## src/rtl/pid_pkg.sv

```systemverilog
// Shared widths, coefficient record and signed saturation helper for the PID filter.
package pid_pkg;

  localparam int PID_N_CHAN = 8;
  localparam int PID_W_DATA = 18;
  localparam int PID_W_COEF = 16;
  localparam int PID_W_INT  = 26;
  localparam int PID_W_OUT  = 18;

  typedef struct packed {
    logic signed [PID_W_COEF-1:0] setpoint;
    logic signed [PID_W_COEF-1:0] p;
    logic signed [PID_W_COEF-1:0] i;
    logic signed [PID_W_COEF-1:0] d;
  } pid_coef_t;

  // Clamp x to a w-bit signed range; sym drops the most negative code.
  function automatic logic signed [63:0] saturate(input logic signed [63:0] x,
                                                  input int w,
                                                  input logic sym);
    logic signed [63:0] hi;
    logic signed [63:0] lo;
    hi = (64'sd1 <<< (w - 1)) - 64'sd1;
    lo = sym ? -hi : -hi - 64'sd1;
    if (x > hi) return hi;
    if (x < lo) return lo;
    return x;
  endfunction

endpackage

```

## src/rtl/sat_clip.sv

```systemverilog
// Signed arithmetic right shift followed by saturation to W_OUT bits.
module sat_clip
  import pid_pkg::*;
#(
  parameter int W_IN      = 44,
  parameter int W_OUT     = 18,
  parameter int SHIFT     = 0,
  parameter bit SYMMETRIC = 1'b0
) (
  input  logic signed [W_IN-1:0]  in_i,
  output logic signed [W_OUT-1:0] out_o
);

  assign out_o = W_OUT'(saturate(64'(in_i) >>> SHIFT, W_OUT, SYMMETRIC));

endmodule

```

## src/rtl/pid_filter_mc.sv

```systemverilog
// Time-multiplexed multi-channel PID filter, one sample per cycle, five-stage pipeline.
// Define PID_INT_CLAMP_EN for a symmetric saturating integrator; otherwise it wraps.
module pid_filter_mc
  import pid_pkg::*;
#(
  parameter int N_CHAN = PID_N_CHAN,
  parameter int W_CHAN = $clog2(N_CHAN),
  parameter int W_DATA = PID_W_DATA,
  parameter int W_COEF = PID_W_COEF,
  parameter int W_INT  = PID_W_INT,
  parameter int W_OUT  = PID_W_OUT,
  parameter int SHIFT  = 0
) (
  input  logic                     clk_in,
  input  logic                     n_rst_in,
  input  logic                     data_dv_in,
  input  logic signed [W_DATA-1:0] data_in,
  input  logic [W_CHAN-1:0]        chan_in,
  input  logic [N_CHAN-1:0]        lock_en_in,
  input  logic                     cfg_wr_in,
  input  logic [W_CHAN-1:0]        cfg_chan_in,
  input  logic signed [W_COEF-1:0] cfg_setpoint_in,
  input  logic signed [W_COEF-1:0] cfg_p_in,
  input  logic signed [W_COEF-1:0] cfg_i_in,
  input  logic signed [W_COEF-1:0] cfg_d_in,
  output logic signed [W_OUT-1:0]  data_out,
  output logic [W_CHAN-1:0]        chan_out,
  output logic                     data_dv_out
);

  localparam int W_E     = W_DATA + 1;
  localparam int W_DD    = W_DATA + 2;
  localparam int W_ACC   = ((W_INT > W_E) ? W_INT : W_E) + 1;
  localparam int W_PE    = W_COEF + W_E;
  localparam int W_PI    = W_COEF + W_INT;
  localparam int W_PD    = W_COEF + W_DD;
  localparam int W_SUM_A = W_COEF + W_INT + 2;
  // Keep the sum wide enough for the D/P products when the integrator is narrow.
  localparam int W_SUM   = (W_SUM_A > W_PD + 2) ? W_SUM_A : W_PD + 2;

  pid_coef_t coef_q [N_CHAN];
  logic      cfg_ok;
  logic      in_ok;

  assign cfg_ok = int'(cfg_chan_in) < N_CHAN;
  assign in_ok  = int'(chan_in) < N_CHAN;

  always_ff @(posedge clk_in or negedge n_rst_in) begin
    if (!n_rst_in) begin
      for (int c = 0; c < N_CHAN; c++) coef_q[c] <= '0;
    end else if (cfg_wr_in && cfg_ok) begin
      coef_q[cfg_chan_in] <= '{setpoint: cfg_setpoint_in, p: cfg_p_in,
                               i: cfg_i_in, d: cfg_d_in};
    end
  end

  // S0: capture sample, tag, lock bit and coefficients; form the error.
  pid_coef_t               coef_rd;
  logic signed [W_E-1:0]   e_d;
  logic                    vld_s0_q, lock_s0_q;
  logic [W_CHAN-1:0]       chan_s0_q;
  logic signed [W_E-1:0]   e_s0_q;
  logic signed [W_COEF-1:0] p_s0_q, i_s0_q, dc_s0_q;

  assign coef_rd = coef_q[chan_in];
  assign e_d     = W_E'($signed(coef_rd.setpoint)) - W_E'(data_in);

  always_ff @(posedge clk_in or negedge n_rst_in) begin
    if (!n_rst_in) begin
      vld_s0_q  <= 1'b0;
      lock_s0_q <= 1'b0;
      chan_s0_q <= '0;
      e_s0_q    <= '0;
      p_s0_q    <= '0;
      i_s0_q    <= '0;
      dc_s0_q   <= '0;
    end else begin
      vld_s0_q <= data_dv_in && in_ok;
      if (data_dv_in && in_ok) begin
        lock_s0_q <= lock_en_in[chan_in];
        chan_s0_q <= chan_in;
        e_s0_q    <= e_d;
        p_s0_q    <= coef_rd.p;
        i_s0_q    <= coef_rd.i;
        dc_s0_q   <= coef_rd.d;
      end
    end
  end

  // S1: read-modify-write of the channel state within one stage.
  logic signed [W_INT-1:0] integ_q [N_CHAN];
  logic signed [W_E-1:0]   eprev_q [N_CHAN];
  logic signed [W_INT-1:0] integ_n_d;
  logic signed [W_DD-1:0]  dd_d;

  assign dd_d = W_DD'(e_s0_q) - W_DD'(eprev_q[chan_s0_q]);

`ifdef PID_INT_CLAMP_EN
  logic signed [W_ACC-1:0] integ_sum_d;
  assign integ_sum_d = W_ACC'(integ_q[chan_s0_q]) + W_ACC'(e_s0_q);
  sat_clip #(.W_IN(W_ACC), .W_OUT(W_INT), .SHIFT(0), .SYMMETRIC(1'b1)) u_int_clamp (
    .in_i  (integ_sum_d),
    .out_o (integ_n_d)
  );
`else
  assign integ_n_d = integ_q[chan_s0_q] + W_INT'(e_s0_q);
`endif

  always_ff @(posedge clk_in or negedge n_rst_in) begin
    if (!n_rst_in) begin
      for (int c = 0; c < N_CHAN; c++) begin
        integ_q[c] <= '0;
        eprev_q[c] <= '0;
      end
    end else if (vld_s0_q) begin
      integ_q[chan_s0_q] <= lock_s0_q ? integ_n_d : '0;
      eprev_q[chan_s0_q] <= lock_s0_q ? e_s0_q : '0;
    end
  end

  logic                     vld_s1_q;
  logic [W_CHAN-1:0]        chan_s1_q;
  logic signed [W_E-1:0]    e_s1_q;
  logic signed [W_INT-1:0]  integ_s1_q;
  logic signed [W_DD-1:0]   dd_s1_q;
  logic signed [W_COEF-1:0] p_s1_q, i_s1_q, dc_s1_q;

  always_ff @(posedge clk_in or negedge n_rst_in) begin
    if (!n_rst_in) begin
      vld_s1_q   <= 1'b0;
      chan_s1_q  <= '0;
      e_s1_q     <= '0;
      integ_s1_q <= '0;
      dd_s1_q    <= '0;
      p_s1_q     <= '0;
      i_s1_q     <= '0;
      dc_s1_q    <= '0;
    end else begin
      vld_s1_q   <= vld_s0_q && lock_s0_q;
      chan_s1_q  <= chan_s0_q;
      e_s1_q     <= e_s0_q;
      integ_s1_q <= integ_n_d;
      dd_s1_q    <= dd_d;
      p_s1_q     <= p_s0_q;
      i_s1_q     <= i_s0_q;
      dc_s1_q    <= dc_s0_q;
    end
  end

  // S2: products.  S3: sum.  Output: shift, saturate, register.
  logic                    vld_s2_q, vld_s3_q;
  logic [W_CHAN-1:0]       chan_s2_q, chan_s3_q;
  logic signed [W_PE-1:0]  pe_s2_q;
  logic signed [W_PI-1:0]  pi_s2_q;
  logic signed [W_PD-1:0]  pd_s2_q;
  logic signed [W_SUM-1:0] sum_s3_q;
  logic signed [W_OUT-1:0] sat_d;

  always_ff @(posedge clk_in or negedge n_rst_in) begin
    if (!n_rst_in) begin
      vld_s2_q  <= 1'b0;
      chan_s2_q <= '0;
      pe_s2_q   <= '0;
      pi_s2_q   <= '0;
      pd_s2_q   <= '0;
      vld_s3_q  <= 1'b0;
      chan_s3_q <= '0;
      sum_s3_q  <= '0;
    end else begin
      vld_s2_q  <= vld_s1_q;
      chan_s2_q <= chan_s1_q;
      pe_s2_q   <= W_PE'(p_s1_q) * W_PE'(e_s1_q);
      pi_s2_q   <= W_PI'(i_s1_q) * W_PI'(integ_s1_q);
      pd_s2_q   <= W_PD'(dc_s1_q) * W_PD'(dd_s1_q);
      vld_s3_q  <= vld_s2_q;
      chan_s3_q <= chan_s2_q;
      sum_s3_q  <= W_SUM'(pe_s2_q) + W_SUM'(pi_s2_q) + W_SUM'(pd_s2_q);
    end
  end

  sat_clip #(.W_IN(W_SUM), .W_OUT(W_OUT), .SHIFT(SHIFT), .SYMMETRIC(1'b0)) u_out_sat (
    .in_i  (sum_s3_q),
    .out_o (sat_d)
  );

  always_ff @(posedge clk_in or negedge n_rst_in) begin
    if (!n_rst_in) begin
      data_out    <= '0;
      chan_out    <= '0;
      data_dv_out <= 1'b0;
    end else begin
      data_dv_out <= vld_s3_q;
      if (vld_s3_q) begin
        data_out <= sat_d;
        chan_out <= chan_s3_q;
      end
    end
  end

endmodule

```

## config.mk

```make
export PLATFORM = sky130hd
export DESIGN_NAME = pid_filter_mc
export DESIGN_NICKNAME = d
export VERILOG_FILES = /design/src/rtl/pid_pkg.sv /design/src/rtl/sat_clip.sv /design/src/rtl/pid_filter_mc.sv
export SDC_FILE = /design/constraint.sdc
export NUM_CORES = 2
export LEC_CHECK = 0
export CAP_MARGIN = 20
export CORE_UTILIZATION = 54
export DETAILED_ROUTE_END_ITERATION = 10
export GPL_ROUTABILITY_DRIVEN = 1
export PLACE_DENSITY = 0.7
export SLEW_MARGIN = 20
export SYNTH_ARGS = -nofsm -noshare
export SYNTH_HDL_FRONTEND = slang
export SYNTH_SLANG_ARGS = --single-unit
```

## constraint.sdc

```tcl
create_clock -name clk_in -period 9.85 [get_ports clk_in]
set_clock_uncertainty 0.2 [all_clocks]
set_input_delay 1.4775 -clock clk_in [delete_from_list [all_inputs] [get_ports clk_in]]
set_output_delay 1.4775 -clock clk_in [all_outputs]
set_load 0.05 [all_outputs]
```

Word level (Yosys, flattened, before mapping)
Cells that the tools add are included.
{"block": "word_totals", "regBits": 1248, "memories": 0, "romBits": 0, "output_inout_bits": 22, "ramBits": 0, "latch_bits": 0, "word_cells": 125, "in_bits": 100}
{"block": "op_classes", "n_mul": 3, "n_eq_ne": 0, "n_shift": 0, "n_addsub": 5, "reduce_logical": 3, "n_mux": 29, "n_lt_le_gt_ge": 8, "div": 0, "n_bitwise": 3}
{"operator": "$bwmux W512", "n": 1}
{"operator": "$bwmux W208", "n": 1}
{"operator": "$bmux W64 S3", "n": 1}
{"operator": "$demux W64 S3", "n": 1}
{"operator": "$mux W64", "n": 3}
{"operator": "$bwmux W152", "n": 1}
{"operator": "$mux W26", "n": 4}
{"operator": "$bmux W26 S3", "n": 1}
{"operator": "$demux W26 S3", "n": 1}
{"operator": "$mux W19", "n": 4}
{"operator": "$mux W18", "n": 4}
{"operator": "$bmux W19 S3", "n": 1}
{"operator": "$demux W19 S3", "n": 1}
{"operator": "$add A43 B36 Y44", "n": 1}
{"operator": "$gt A44 B18 Y1 const B", "n": 1}
{"operator": "$lt A44 B18 Y1 const B", "n": 1}
{"operator": "$add A35 B42 Y43", "n": 1}
{"operator": "$mul A16 B26 Y42", "n": 1}
{"operator": "$mul A16 B20 Y36", "n": 1}
{"operator": "$mul A16 B19 Y35", "n": 1}
{"operator": "$add A26 B19 Y26", "n": 1}
{"operator": "$sub A19 B19 Y20", "n": 1}
{"operator": "$sub A16 B18 Y19", "n": 1}
{"operator": "$ge A4 B4 Y1 const B", "n": 3}
{"operator": "6 further kinds", "n": 14}

Logic depth before layout (Yosys ltp)
{"block": "logic_depth", "ltp_word": 7, "mapped_depth": 25, "ltp_nobuf": 24}

Cells and area by module
From an unflattened synthesis, not the netlist that was laid out.
{"block": "unflattened", "hier_cells": 8606, "area_unflattened_um2": 92965.4}
{"mod": "pid_filter_mc", "n_inst": 1, "cells_each": 8511, "area_each_um2": 92403.6, "seq_area_each_um2": 31230.0}
{"mod": "sat_clip", "n_inst": 1, "cells_each": 95, "area_each_um2": 561.8, "seq_area_each_um2": 0.0}

Worst setup path after synthesis
No wires, ideal clock.
{"block": "synth_timing", "kind": "register -> register", "startpoint": "reg p_s1_q[1]", "endpoint": "reg pe_s2_q[34]", "setup_slack_ps": 3100, "arrival_ps": 6470, "setup_time_ps": 80, "period_less_slack_ps": 6750, "path_buffers": 2, "path_stages_with_launch": 25, "required_ps": 9570, "cell_sequence": "dfrtp_1 -> clkbuf_1 -> clkbuf_1 -> nand2_1 -> fa_1 -> inv_1 -> fa_1 -> inv_1 -> fa_1 -> inv_1 -> fa_1 -> fa_1 -> inv_1 -> fa_1 -> inv_1 -> ha_1 -> and4_2 -> a221oi_4 -> o22a_4 -> a31oi_4 -> o311a_4 -> or4_4 -> a31o_1 -> a21oi_2 -> xnor2_1"}
{"block": "synth_between", "elab_chain_len": 1}
{"element": "from (decl)", "line": "pid_filter_mc.sv:126", "source": "logic signed [W_COEF-1:0] p_s1_q, i_s1_q, dc_s1_q;"}
{"element": "from (signal assigned)", "line": "pid_filter_mc.sv:144", "source": "p_s1_q <= p_s0_q;"}
{"element": "$mul A16 B19 Y35", "line": "pid_filter_mc.sv:172", "source": "pe_s2_q <= W_PE'(p_s1_q) * W_PE'(e_s1_q);"}
{"element": "to (signal assigned)", "line": "pid_filter_mc.sv:172"}
{"element": "to (decl)", "line": "pid_filter_mc.sv:153", "source": "logic signed [W_PE-1:0] pe_s2_q;"}
No other way between the ends.
A chain may end at the register's enable or synchronous reset.

Worst setup path after layout
{"block": "layout_timing", "startpoint": "reg i_s1_q[1]", "endpoint": "reg pi_s2_q[38]"}
{"block": "layout_between", "elab_chain_len": 1}
{"element": "from (decl)", "line": "pid_filter_mc.sv:126"}
{"element": "from (signal assigned)", "line": "pid_filter_mc.sv:145", "source": "i_s1_q <= i_s0_q;"}
{"element": "$mul A16 B26 Y42", "line": "pid_filter_mc.sv:173", "source": "pi_s2_q <= W_PI'(i_s1_q) * W_PI'(integ_s1_q);"}
{"element": "to (signal assigned)", "line": "pid_filter_mc.sv:173"}
{"element": "to (decl)", "line": "pid_filter_mc.sv:154", "source": "logic signed [W_PI-1:0] pi_s2_q;"}
No other way between the ends.

==> reports/metrics.yaml <==
status:
  status: "completed"
die:
  ios: 122
  core-area_sq_um: 170000
  die-area_sq_um: 173000
  num_rows: 151
  initial_utilization: 0.544
  dieWidth_um: 416
  die_h_um: 416
timing:
  fin_setup_tns_ns: 0
  fin_crit_ns: 7.51
  rsz0062_at_grt: "no"
  slew_violations: 0
  fin_ws_ns: 2.34
  period_share: 0.762
  setup-violations-final: 0
  max_freq_ghz: 0.133
  finalHoldViolCount: 0
  relSlewSlack: 0.312
  worstMarginPinSlew_ns: 1.03
yosys:
  syn_avg_cell_area_sq_um: 10.8
  synthArstFlopShare: 1.00
  netlist_area_sq_um: 92300
  synthCells: 8520
  synth_seq_cells: 1248
  ys.warnings.count: 0
  syn-num-nets: 10074
  ys_types: 83
  ys.flop_type: "dfrtp_1"
  ys_seq_area_frac: 0.338
  synth-edff-count: 0
flow_run:
  cap_viol_max_count: 0
clock_tree:
  cts_hold_buf: 0
  cts_buffer_depth: 3
  cts_tree: "built"
  root_buffer: "clkbuf_16"
  postCtsSetupBuffers: 0
  h-tree-depth: 4
  cts-resized-gates: 0
  cts_buffers: 142
  cts_sinks: 1248
  clk_latency_ns: 0.81
  clk_pin_slew_ns: 0.06
worst_setup_path:
  rrSetupSlack_ns: 2.34
  crit_fanout: 26
  crit_type: "flop to flop"
  rr_worst_depth: 21
  cp_data_arrival_time_ns: 8.01
  worstReg2RegEnd: "pi_s2_q[38]"
  slowest_delay_ns: 0.95
  crit_top_cell: "fa_1"
  r2r_start: "i_s1_q[1]"
  cp-start-kind: "flop"
  end_kind: "flop"
  required_ns: 10.36
  worstPathCellList: "nand2_1, fa_1, fa_1, fa_1, inv_1, fa_1, fa_1, inv_1, fa_1, inv_1, ha_1, a21o_1, a31o_2, o2bb2ai_1, a221oi_2, o41ai_1, o41ai_2, o21ai_1, a21o_1, a21oi_1, xnor2_1"
  cp_slowest_cell: "dfrtp_1"
placed_design:
  numPortBuffers: 121
  place_area_sq_um: 95400
  pre_cts_ws_ns: 2.41
  post-dp-hpwl_mm: 164
  place_congestion: 0.924
grt:
  grt-ovfl-total: 0
  grtUsageTotal: 0.273
  antenna_found_initial: 5
  grt_pass1_wl_mm: 369
  grt_pass1_vias: 65872
  grt_max_degree: 175
finish:
  layout_common_cells: "dfrtp_1, inv_1, nand2_1, fa_1, mux2_2"
  syn_to_final_growth_pct: 8.57
  drive_gt1_frac: 0.129
  layout_commonest_cell: "dfrtp_1"
  filler_cell_count: 13918
  final_core_util: 0.591
  multiInputGateArea_sq_um: 55000
  seqCellArea_sq_um: 31200
  nets: 9993
  final_cell_area_sq_um: 100000
detailed_routing:
  post_drt_wl_per_cell_um: 21.0
  dr.first_iter.drc_count: 4351
  num_vias: 60964
  drc: 0
  viasPerCell: 5.66
  ant_nets: 0
  routed_wl_mm: 226
  dr.pass1.iters: 6
worst_hold_path:
  hold_class: "flop to flop"
  hold_path_startpoint: "chan_s2_q[2]"
  whs_endpoint: "chan_s3_q[2]"
  hold_depth: 0
==> layer usage <==
| layer | track usage | up-vias | part of all wire |
|---|---|---|---|
| met2 | 0.432 | 1890 | 0.46 |
| met4 | 0.100 | 6 | 0.037 |
| met5 | 0 | - | 0.00016 |
| met1 | 0.375 | 31455 | 0.43 |
| li1 | - | 27234 | - |
| met3 | 0.0517 | 379 | 0.068 |
==> layout make-up <==
type                       instances  area share
antenna                            1   0.0000250
clock buffer                     212      0.0410
sequential                      1248       0.312
multi-input combinational       5624       0.549
tap                             2218      0.0277
inverter                        1236      0.0463
clock inverter                    43     0.00678
timing repair buffer             187      0.0181
==> kinds of logic (layout without fill, tap and decap cells) <==
group                    count (synthesis)  in the layout  share of synthesized area
adder cells (fa/ha/maj)               1454           1454                      0.284
buffers and inverters                 1648           1678                     0.0670
other                                    0              1                          0
AND/OR/NAND/NOR                       2011           2011                     0.0986
AO/OA/AOI/OAI                         1099           1099                     0.0733
XOR/XNOR                               201            201                     0.0191
multiplexers                           859            859                      0.120
flip-flops                            1248           1248                      0.338
==> cell usage after synthesis, drive strengths merged, types with 6 or more instances <==
cell type  count  area share
nand2       1114       0.045
or3           14     0.00095
a21oi        214       0.012
nand3         42      0.0023
a21boi        11     0.00089
a211o          8     0.00076
mux2i         99       0.011
and3          14     0.00095
nor3b          6     0.00054
nor2         268       0.011
o21a          32      0.0026
and2         398       0.027
o211ai        11     0.00095
or2            8     0.00054
nor3          36      0.0020
mux4         134       0.033
xnor2        161       0.015
a211oi        27      0.0022
nand3b        11     0.00089
o22ai         21      0.0014
o41ai          6     0.00081
nor4           9     0.00061
ha           384       0.052
a21o          85      0.0069
dfrtp       1248        0.34
a22oi         84      0.0068
o21ai        464       0.025
clkbuf       368       0.015
nor2b         21      0.0014
mux2         626       0.076
fa          1070        0.23
buf           44      0.0018
xor2          40      0.0038
nand2b        36      0.0024
inv         1236       0.050
a221oi         7      0.0011
o22a          27      0.0027
nand4         18      0.0013
o21bai        23      0.0019
a31oi         16      0.0012
o31ai         28      0.0024
==> per-stage QoR <==
stage	hold WS (ns)	cells
6_report	0.143	10769
5_1_grt	0.147	10768
4_1_cts	0.142	10767
3_5_place_dp	0.137	10512
3_3_place_gp	0.132	10512
2_1_floorplan	0.131	8520
==> how the worst max path moves through the flow <==
stage	slack [ns]	to	from	cells after the start
3_3_place_gp	2.46	pi_s2_q[38]	i_s1_q[1]	21
3_5_place_dp	2.41	pi_s2_q[38]	i_s1_q[1]	21
2_1_floorplan	3.10	pe_s2_q[34]	p_s1_q[1]	24
5_1_grt	1.95	pi_s2_q[38]	i_s1_q[1]	21
6_report	2.34	pi_s2_q[38]	i_s1_q[1]	21
4_1_cts	2.39	pi_s2_q[38]	i_s1_q[1]	21
==> sequential cells by signal (all words and copies together), names as in the netlist, 3 cells and up <==
name,cells
e_s1_q,19
dc_s1_q,16
e_s0_q,19
chan_out,3
pe_s2_q,35
chan_s2_q,3
dc_s0_q,16
coef_q,512
chan_s1_q,3
pi_s2_q,42
eprev_q,152
i_s0_q,16
pd_s2_q,36
chan_s0_q,3
data_out,18
dd_s1_q,20
chan_s3_q,3
p_s1_q,16
integ_s1_q,26
integ_q,208
sum_s3_q,44
i_s1_q,16
p_s0_q,16
==> critical path: cells and delay by family, from the launching register on <==
kind / cells / cell delay (ns)
AOI/OAI and AO/OA: 9 / 2.40
xor gates and xnor gates: 1 / 0.14
adders and majority gates: 7 / 3.40
buffers and inverters: 3 / 0.14
DFF: 1 / 0.95
and+or+nand+nor: 1 / 0.18
Power is left out: the tool's default activity adds up to more than one toggle a clock period on the data nets, which glitch-free logic cannot reach.
